File: config.mk
export PLATFORM = sky130hd
export DESIGN_NAME = fatori_fi_injector
export DESIGN_NICKNAME = d
export VERILOG_FILES = /design/src/rtl/fatori_fi_injector.sv
export SDC_FILE = /design/constraint.sdc
export NUM_CORES = 1
export LEC_CHECK = 0
export ABC_AREA = 1
export BUFFER_PORTS_ARGS = -buffer_cell sky130_fd_sc_hd__clkbuf_2
export CORE_ASPECT_RATIO = 0.7
export CORE_MARGIN = 1.5
export CORE_UTILIZATION = 50
export CTS_CLUSTER_DIAMETER = 30
export DETAILED_ROUTE_END_ITERATION = 16
export PLACE_DENSITY = 0.81
export SYNTH_ARGS = -nofsm -noshare
export SYNTH_HDL_FRONTEND = slang
export SYNTH_SLANG_ARGS = --single-unit
export TNS_END_PERCENT = 30
File: constraint.sdc
create_clock -name clk_i -period 1.7 [get_ports clk_i]
set_clock_uncertainty 0.15 [all_clocks]
set_input_delay 0.17 -clock clk_i [delete_from_list [all_inputs] [get_ports clk_i]]
set_output_delay 0.17 -clock clk_i [all_outputs]
set_load 0.02 [all_outputs]
File: src/rtl/fatori_fi_injector.sv
// fatori_fi_injector: fault-injection sequencer for FATORI M-of-N hardened wrappers.
// Define FATORI_FI_DELAY_EN to build the pre-injection DELAY state; otherwise cmd_delay_i is ignored.
module fatori_fi_injector #(
    parameter int unsigned FI_W    = 8,
    parameter int unsigned DUR_W   = 8,
    parameter int unsigned LAT_W   = 16,
    parameter int unsigned TIMEOUT = 1023
) (
    input  logic             clk_i,
    input  logic             rst_ni,
    input  logic             cmd_valid_i,
    output logic             cmd_ready_o,
    input  logic [FI_W-1:0]  cmd_code_i,
    input  logic [DUR_W-1:0] cmd_delay_i,
    input  logic [DUR_W-1:0] cmd_dur_i,
    output logic [FI_W-1:0]  fi_port_o,
    input  logic             min_err_i,
    input  logic             maj_err_i,
    input  logic             scrub_i,
    output logic             rsp_valid_o,
    input  logic             rsp_ready_i,
    output logic [1:0]       rsp_status_o,
    output logic [LAT_W-1:0] rsp_latency_o,
    output logic             rsp_scrub_o,
    output logic             busy_o
);

    typedef enum logic [2:0] {
        StIdle,
        StDelay,
        StInject,
        StObserve,
        StResp
    } state_e;

    localparam logic [LAT_W-1:0] TimeoutVal = LAT_W'(TIMEOUT);
    localparam logic [DUR_W-1:0] DurOne     = DUR_W'(1);

    state_e           state_q, state_d;
    logic [FI_W-1:0]  code_q, code_d;
    logic [DUR_W-1:0] dur_q, dur_d;
    logic [DUR_W-1:0] cnt_q, cnt_d;
    logic [LAT_W-1:0] lat_cnt_q, lat_cnt_d;
    logic             det_q, det_d;
    logic [1:0]       status_q, status_d;
    logic [LAT_W-1:0] latency_q, latency_d;
    logic             scrub_q, scrub_d;
    logic [FI_W-1:0]  fi_port_q, fi_port_d;

    logic accept;
    logic window;
    logic detect_now;
    logic timeout_hit;

    assign accept      = cmd_valid_i & (state_q == StIdle);
    assign window      = (state_q == StInject) | (state_q == StObserve);
    assign detect_now  = window & (min_err_i | maj_err_i) & ~det_q;
    assign timeout_hit = (state_q == StObserve) & (lat_cnt_q == TimeoutVal);

`ifndef FATORI_FI_DELAY_EN
    logic unused_delay;
    assign unused_delay = ^cmd_delay_i;
`endif

    // State register
    always_ff @(posedge clk_i) begin
        if (!rst_ni) begin
            state_q   <= StIdle;
            code_q    <= '0;
            dur_q     <= '0;
            cnt_q     <= '0;
            lat_cnt_q <= '0;
            det_q     <= 1'b0;
            status_q  <= 2'd0;
            latency_q <= '0;
            scrub_q   <= 1'b0;
            fi_port_q <= '0;
        end else begin
            state_q   <= state_d;
            code_q    <= code_d;
            dur_q     <= dur_d;
            cnt_q     <= cnt_d;
            lat_cnt_q <= lat_cnt_d;
            det_q     <= det_d;
            status_q  <= status_d;
            latency_q <= latency_d;
            scrub_q   <= scrub_d;
            fi_port_q <= fi_port_d;
        end
    end

    // Next-state logic
    always_comb begin
        state_d = state_q;
        unique case (state_q)
            StIdle: begin
                if (cmd_valid_i) begin
                    if (cmd_code_i == '0) begin
                        state_d = StResp;
`ifdef FATORI_FI_DELAY_EN
                    end else if (cmd_delay_i != '0) begin
                        state_d = StDelay;
`endif
                    end else begin
                        state_d = StInject;
                    end
                end
            end
`ifdef FATORI_FI_DELAY_EN
            StDelay: begin
                if (cnt_q == DurOne) begin
                    state_d = StInject;
                end
            end
`endif
            StInject: begin
                if (cnt_q == DurOne) begin
                    state_d = (det_q | detect_now) ? StResp : StObserve;
                end
            end
            StObserve: begin
                if (detect_now || timeout_hit) begin
                    state_d = StResp;
                end
            end
            StResp: begin
                if (rsp_ready_i) begin
                    state_d = StIdle;
                end
            end
            default: state_d = StIdle;
        endcase
    end

    // Datapath next-state: command latch, counters, detection capture
    always_comb begin
        code_d    = code_q;
        dur_d     = dur_q;
        cnt_d     = cnt_q;
        lat_cnt_d = lat_cnt_q;
        det_d     = det_q;
        status_d  = status_q;
        latency_d = latency_q;
        scrub_d   = scrub_q;

        if (accept) begin
            code_d    = cmd_code_i;
            dur_d     = (cmd_dur_i == '0) ? DurOne : cmd_dur_i;
            det_d     = 1'b0;
            scrub_d   = 1'b0;
            latency_d = '0;
            status_d  = (cmd_code_i == '0) ? 2'd3 : 2'd0;
`ifdef FATORI_FI_DELAY_EN
            cnt_d     = cmd_delay_i;
`endif
        end

`ifdef FATORI_FI_DELAY_EN
        if (state_q == StDelay) begin
            cnt_d = cnt_q - DurOne;
        end
`endif

        if (window) begin
            lat_cnt_d = lat_cnt_q + LAT_W'(1);
            scrub_d   = scrub_q | scrub_i;
            if (state_q == StInject) begin
                cnt_d = cnt_q - DurOne;
            end
        end

        // First detection wins; later flags are ignored once det_q is set
        if (detect_now) begin
            det_d     = 1'b1;
            latency_d = lat_cnt_q;
            status_d  = maj_err_i ? 2'd2 : 2'd1;
        end else if (timeout_hit) begin
            latency_d = lat_cnt_q;
        end

        if ((state_d == StInject) && (state_q != StInject)) begin
            lat_cnt_d = '0;
            cnt_d     = dur_d;
        end
    end

    // Fault bus is registered off the next state so the code lines up with INJECT exactly
    always_comb begin
        fi_port_d = (state_d == StInject) ? code_d : '0;
    end

    // Output logic
    always_comb begin
        cmd_ready_o   = (state_q == StIdle);
        busy_o        = (state_q != StIdle);
        rsp_valid_o   = (state_q == StResp);
        rsp_status_o  = status_q;
        rsp_latency_o = latency_q;
        rsp_scrub_o   = scrub_q;
        fi_port_o     = fi_port_q;
    end

endmodule

==> results of run 1 <==
-- stage by stage --
stage	instance area [sq um]	TNS (ns)	util [%]	total power, mW
4_1_cts	4180	0	65.6	4.19
3_3_place_gp	3800	0	59.7	2.54
5_1_grt	4400	-0.423	69.1	4.44
3_5_place_dp	3800	-0.135	59.7	2.57
2_1_floorplan	3370	0	-	2.37
6_report	4400	-0.0212	69.1	4.24
-- final cells by class --
cell class | count | area [sq um] | share of cell area, %
Tap cell | 91 | 114 | 2.59
Inverter | 58 | 229 | 5.21
Multi-Input combinational cell | 318 | 1780 | 40.6
Clock inverter | 5 | 108 | 2.45
Timing Repair Buffer | 88 | 602 | 13.7
Sequential cell | 71 | 1430 | 32.6
Clock buffer | 10 | 128 | 2.90
-- layout by cell type (no fill, tap or decap), types with 5 or more instances in the layout --
master and n:
a21oi_1 23, a21oi_2 10, buf_4 22, clkbuf_2 50, clkbuf_8 9, dfxtp_1 66
dlygate4sd3_1 13, inv_1 52, nand2_1 97, nand2_2 5, nand3_1 36, nand3_2 16
nand4_1 7, nor2_1 51, nor2_2 6, o211ai_1 5, o21ai_0 9, or2_1 7
-- kinds of logic (layout without fill, tap and decap cells) --
| logic type | Yosys count | in the layout | share of synthesized area (%) |
|---|---|---|---|
| buffers and inverters | 69 | 161 | 9.39 |
| adders and majority gates | 3 | 3 | 1.11 |
| DFF | 71 | 71 | 42.2 |
| AOI/OAI and AO/OA | 58 | 58 | 10.1 |
| and+or+nand+nor | 249 | 250 | 35.4 |
| xor gates and xnor gates | 7 | 7 | 1.82 |
-- state kept, by name, summed over array words and instances (netlist names) --
| signal | flops |
|---|---|
| lat_cnt_q | 16 |
| rsp_scrub_o | 1 |
| code_q | 8 |
| rsp_latency_o | 16 |
| fi_port_o | 8 |
| state_q | 3 |
| det_q | 1 |
| rsp_status_o | 2 |
| cnt_q | 8 |
| dur_q | 8 |
-- layer usage --
| metal | vias to the layer above | track usage, % | share of wire, % |
|---|---|---|---|
| met3 | 12 | 7.90 | 7.4 |
| li1 | 1651 | - | - |
| met1 | 1555 | 33.9 | 47 |
| met4 | 0 | 8.80 | 1.2 |
| met5 | - | 0 | 0 |
| met2 | 129 | 37.1 | 45 |
-- power by group through the flow --
stage / Sequential (mW) / Combinational, mW / Clock [mW]
2_1_floorplan: 1.87 / 0.500 / 0
3_3_place_gp: 1.84 / 0.697 / 0
3_5_place_dp: 1.85 / 0.725 / 0
4_1_cts: 1.81 / 0.759 / 1.63
5_1_grt: 1.82 / 0.899 / 1.72
6_report: 1.81 / 0.813 / 1.61
-- timing repair --
action                     in CTS  in global routing
cloned                          0                  2
pin swaps                       0                  6
resized for setup               2                 49
hold endpoints to repair       16                  0
buffers inserted                0                  2
setup endpoints to repair      21                 38
hold buffers                   13                  0
-- worst max-delay path, delay by kind of cell, from the launching register on --
kind | cells | cell delay (ns)
simple gates | 6 | 0.66
flops | 1 | 0.37
buf+inv | 1 | 0.21
compound gates | 1 | 0.06
fa+ha+maj | 1 | 0.14
-- worst min path at each step --
stage	cells after the start	from	slack [ns]	to
global placement	1	det_q	0.28	det_q
finish	4	cmd_dur_i[1]	0.02	dur_q[1]
CTS	4	cmd_dur_i[1]	0.02	dur_q[1]
floorplan	2	cmd_dur_i[7]	0.18	dur_q[7]
global route	4	cmd_dur_i[1]	0.03	dur_q[1]
detailed placement	1	det_q	0.30	det_q
==> summary.txt, run 1 <==
STA
  • Setup WS post-layout: -0.00745 ns
  • Unrepaired setup endpoints after global routing: yes
  • Hold WS: 0.0244 ns
  • Final period utilization: 100%
  • Setup violations, final: 6
  • Tmin final: 1.71 ns
  • Fmax: 586 MHz
  • Worst Tran Pin Value: 0.454 ns
  • Final Hold Vio Count: 0
  • Slew headroom: 69.7%
  • Max-slew violation count: 0

Pwr
  • Net switching power: 1.21 mW
  • Logic pwr share: 19.2%
  • Seq pwr share: 42.8%
  • Sw frac: 28.6%
  • Internal power: 3.03 mW
  • Pwr Density: 964 mW/mm^2
  • Clock Power Share: 38.0%
  • Worst VDD drop: 0.526 mV
  • Leak: 1.94 nW

Yosys
  • Fraction of synthesis flops using an asynchronous set or reset pin: 0%
  • Register area share after synthesis: 42.2%
  • Main flop type after synthesis: dfxtp_1
  • Net Count, Synth: 491
  • Top cells by area, synth: dfxtp_1 (42%), nand2_1 (11%), nand3_1 (7.0%), nor2_1 (6.5%), inv_1 (5.8%)
  • Gate Count Post-Synth: 457
  • Most common cell in the synthesized netlist: nand2_1
  • Area leader, netlist: dfxtp_1
  • Synth warn: 0
  • Yosys top cell area share: 42.2%
  • Synthesized area per cell: 7.38 sq um
  • Top post-synthesis cells by count: nand2_1 (99), dfxtp_1 (71), nor2_1 (58)
  • Number of synthesized flops with an enable pin: 0
  • #FFs+latches synth: 71
  • Synth cell types: 40
  • Post-synthesis instance area: 0.00337 sq mm

Placement
  • Dpl cells: 609
  • Hpwl dp: 5760 um
  • IO Port Bufs: 52
  • RePlAce Congestion: 0.867
  • Dpl ws: -0.0208 ns

Die
  • Die height: 71.7 um
  • Core Footprint: 0.00637 sq mm
  • Initial Utilization: 52.9%
  • Std-Cell Rows: 24
  • IO Count: 61
  • Die area: 0.00725 sq mm
  • Die width: 101 um

Route
  • DRC viols: 0
  • First-pass iteration count of the detailed router: 5
  • DRT Wirelength: 8840 um
  • Vias post-DR: 3347
  • DR iter-0 viols: 234
  • Drt via density: 5.22
  • Drt wl/cell: 13.8 um
  • Detail Route Antenna Nets: 0

Outcome
  • Status: finished with violations
  • Failing checks: setup timing

Critical path
  • Most common cell on crit path: nand2_2
  • Critical path class: reg -> reg
  • R2R depth: 9
  • Worst EP arrival: 1.81 ns
  • CP max-delay cell: dfxtp_4
  • Flop2flop setup slack: -0.007 ns
  • Critical R2R Launch: lat_cnt_q[1]
  • Critical path, cell by cell: ha_4 > nand2_2 > nor2_2 > nand2_2 > nor2_4 > nand3_4 > buf_12 > nand3_1 > a21oi_2
  • CP Capture Point: rsp_latency_o[1]
  • CP endpoint kind: flip-flop
  • CP Max Fanout: 8
  • Worst Setup SP: lat_cnt_q[1]
  • RR Endpoint: rsp_latency_o[1]
  • Startpoint Class: flip-flop
  • Req. time, crit path: 1.80 ns
  • Largest stage delay, worst path: 0.37 ns

Layout
  • # fillers: 524
  • Antenna cells: 0
  • Finished Layout Cells: 641
  • Share of layout cells above drive strength 1: 28.7%
  • Syn-to-layout area delta: 30.4%
  • Layout Nets: 580

Clocking
  • Maximum clock path buffer count: 2
  • Clk slew on worst S/H paths: 0.07 ns
  • CTS tree: yes
  • Root buf cell: clkbuf_8
  • Num CTS Buffers: 9
  • CTS Sinks: 71
  • # H-tree levels: 3
  • Insertion delay to the later sink of the worst-skew pair: 0.36 ns

Flow run
  • Max cap viols: 0

Min path
  • Hold WC Path Type: in -> reg

GRT
  • Vias in the first global route: 3031
  • Global-route wire length before repair: 13800 um
  • Overflow left after global routing: 0
  • Total Routing Usage GR: 24.9%
  • Pin count of the biggest net entering global routing: 18
  • Initial antenna violation count: 0
No activity file was read; power rests on OpenSTA's default activity.
==> inputs of run 2 (changes only) <==
Settings changed: ABC_AREA 1 to unset, CORE_UTILIZATION 50 to 48, PLACE_DENSITY 0.81 to 0.8.
==> run 2 against run 1 <==
Effect of this change: the run still ends with setup timing left; design area shrank 5.7%; critical path depth shrank 1; clock power shrank 16%; highest routed layer unchanged.
==> summary.txt, run 2 <==
Layout
  • Fin area: 0.00414 sq mm (-5.7%)
  • Leading cell type in the layout, fill and taps excluded: dfxtp_1
  • Most frequent cells in the layout: dfxtp_1 (55), clkbuf_2 (50), nand2_1 (48), buf_4 (40), nand3_1 (20)
  • Finished Layout Cells: 514 (-20%)
  • # fillers: 341 (-35%)
  • Antenna cells: 0 (unchanged)
  • Syn-to-layout area delta: 47.0%
  • Layout Nets: 468 (-19%)
  • Share of layout cells above drive strength 1: 40.1% (+11 points)

Clocking
  • # H-tree levels: 3 (unchanged)
  • Insertion delay to the later sink of the worst-skew pair: 0.35 ns (about the same)
  • CTS Sinks: 64 (-9.9%)
  • CTS tree: yes
  • Num CTS Buffers: 9 (unchanged)
  • Clk slew on worst S/H paths: 0.07 ns (about the same)
  • Root buf cell: clkbuf_8
  • Maximum clock path buffer count: 2 (unchanged)

Route
  • DR iter-0 viols: 292 (+25%)
  • Detail Route Antenna Nets: 0 (unchanged)
  • Drt wl/cell: 18.7 um (+35%)
  • Drt via density: 5.97 (+14%)
  • DRC viols: 0 (unchanged)
  • First-pass iteration count of the detailed router: 5 (unchanged)
  • Vias post-DR: 3068 (-8.3%)
  • DRT Wirelength: 9590 um (+8.5%)

STA
  • Worst Tran Pin Value: 0.445 ns (-0.00919 ns)
  • Unrepaired setup endpoints after global routing: yes
  • Hold WS: 0.128 ns (+0.103 ns)
  • Setup violations, final: 52 (+46)
  • Setup WS post-layout: -0.144 ns (-0.137 ns)
  • Slew headroom: 70.0% (+0.37 points)
  • Fmax: 542 MHz (-7.4%)
  • Tmin final: 1.84 ns (+0.137 ns)
  • Final period utilization: 108% (+8.0 points)
  • Final Hold Vio Count: 0 (unchanged)
  • Max-slew violation count: 0 (unchanged)

GRT
  • Global-route wire length before repair: 12000 um (-13%)
  • Pin count of the biggest net entering global routing: 32 (+14)
  • Initial antenna violation count: 0 (unchanged)
  • Overflow left after global routing: 0 (unchanged)
  • Total Routing Usage GR: 25.2% (+0.31 points)
  • Vias in the first global route: 2595 (-14%)

Pwr
  • Leak: 1.68 nW (-13%)
  • Design Power: 3.93 mW (-7.3%)
  • Worst VDD drop: 0.564 mV (+7.3%)
  • Pwr Density: 948 mW/mm^2 (-1.7%)

Yosys
  • Main flop type after synthesis: dfxtp_1
  • Register area share after synthesis: 45.5% (+3.3 points)
  • Top post-synthesis cells by count: dfxtp_1 (64), nand2_1 (51), nand3_1 (25)
  • Synthesized area per cell: 8.75 sq um (+19%)
  • Synth warn: 0 (unchanged)
  • Gate Count Post-Synth: 322 (-30%)
  • Most common cell in the synthesized netlist: dfxtp_1
  • Post-synthesis instance area: 0.00282 sq mm (-16%)
  • Area leader, netlist: dfxtp_1
  • Number of synthesized flops with an enable pin: 0 (unchanged)
  • Synth cell types: 52 (+30%)
  • Net Count, Synth: 356 (-27%)
  • #FFs+latches synth: 64 (-9.9%)
  • Top cells by area, synth: dfxtp_1 (45%), nand2_1 (6.8%), mux2i_1 (4.6%), nand3_1 (4.4%), a21oi_1 (3.0%)
  • Yosys top cell area share: 45.5% (+3.3 points)
  • Fraction of synthesis flops using an asynchronous set or reset pin: 0% (unchanged)

Die
  • Die area: 0.00635 sq mm (-12%)
  • Die width: 94.6 um (-6.5%)
  • Std-Cell Rows: 23 (-4.2%)
  • Die height: 67.1 um (-6.4%)
  • IO Count: 61 (unchanged)
  • Core Footprint: 0.00570 sq mm (-10%)
  • Initial Utilization: 49.5% (-3.5 points)

Critical path
  • Startpoint Class: input pin
  • Req. time, crit path: 1.81 ns (about the same)
  • CP max-delay cell: dlygate4sd3_1
  • Critical path's top delay family: buffers and inverters
  • Worst Setup SP: cmd_code_i[6]
  • Critical R2R Launch: state_q[2]
  • Largest stage delay, worst path: 0.57 ns (+0.20 ns)
  • WP buf/inv: 4 (+3)
  • CP Max Fanout: 10 (+2)
  • CP endpoint kind: flip-flop
  • Critical path, cell by cell: dlygate4sd3_1 > clkbuf_2 > nor4_2 > buf_4 > a21o_1 > buf_12 > nor2_1 > a2111oi_2
  • Critical path class: in -> reg
  • Worst EP arrival: 1.95 ns (+0.14 ns)

Placement
  • IO Port Bufs: 52 (unchanged)
  • Dpl ws: -0.168 ns (-0.147 ns)
  • RePlAce Congestion: 0.866 (-0.16%)
  • Hpwl dp: 5080 um (-12%)
  • DP Area: 0.00347 sq mm (-8.6%)
  • Dpl cells: 474 (-22%)

Flow run
  • Max cap viols: 0 (unchanged)

Outcome
  • Failing checks: setup timing
  • Status: finished with violations

Min path
  • Hold WC Path Type: in -> reg
  • Hold Startpoint: rsp_ready_i
==> run 2: cell types whose count changed after synthesis, moves of 10 or more <==
cell / delta
nand2_1: -48
inv_1: -41
nor2_1: -38
nand3_1: -22
mux2i_1: +13
a21oi_1: -11
clkbuf_1: +10
==> run 2: cell type report <==
cell class	count	area, sq um	share of cell area (%)
flip-flops and latches	64	1290	31.2
inverters	11	41.3	0.996
repair buffers	122	933	22.5
well taps	75	93.8	2.26
clock buffers	10	138	3.32
clock inverters	6	67.6	1.63
multi-input cells	226	1580	38.1
==> run 2: logic make-up (layout without fill, tap and decap cells) <==
kind of cell,Yosys count,count (layout),synth area share (%)
mux,13,13,4.62
compound gates,53,53,12.9
simple gates,146,146,26.4
fa+ha+maj,3,3,1.33
xor+xnor,11,11,3.42
buf+inv,32,149,5.86
flops,64,64,45.5
==> run 2: repair_timing <==
item	4_1_cts	5_1_grt
buffers inserted	0	4
endpoints found under the hold margin	19	0
pin swaps	4	15
gates cloned	0	1
resized for setup	19	40
endpoints found under the setup margin	55	55
hold buffers	19	0
==> run 2: tightest hold or removal path, delay by kind of cell <==
family	cells	cell delay, ns
buf+inv	1	0.08
compound gates	2	0.35
==> run 2: routing by layer <==
layer  part of all wire (%)  global-route usage [%]
met3                    9.0                    6.85
met5                      0                       0
met4                    3.6                    12.3
met1                     39                    30.7
met2                     48                    41.4
==> run 2: power by group <==
part | leakage [nW] | internal, mW | switching [mW]
Sequential | 0.524 | 1.58 | 0.0645
Combinational | 1.06 | 0.421 | 0.501
Clock | 0.0989 | 0.721 | 0.635
==> run 2: per-stage QoR <==
stage	utilization [%]	TNS, ns
3_3_place_gp	60.9	-2.40
6_report	72.7	-3.18
5_1_grt	72.7	-5.14
2_1_floorplan	-	-5.98
3_5_place_dp	60.9	-3.98
4_1_cts	69.0	-1.10
==> run 2: worst paths after layout <==
check	slack (ns)	cells past startpoint	endpoint
worst max-delay path	-0.14	8	cnt_q[6]
worst max register to register	-0.13	6	rsp_latency_o[11]
worst min-delay path	0.13	3	state_q[2]
worst min register to register	0.32	2	code_q[7]
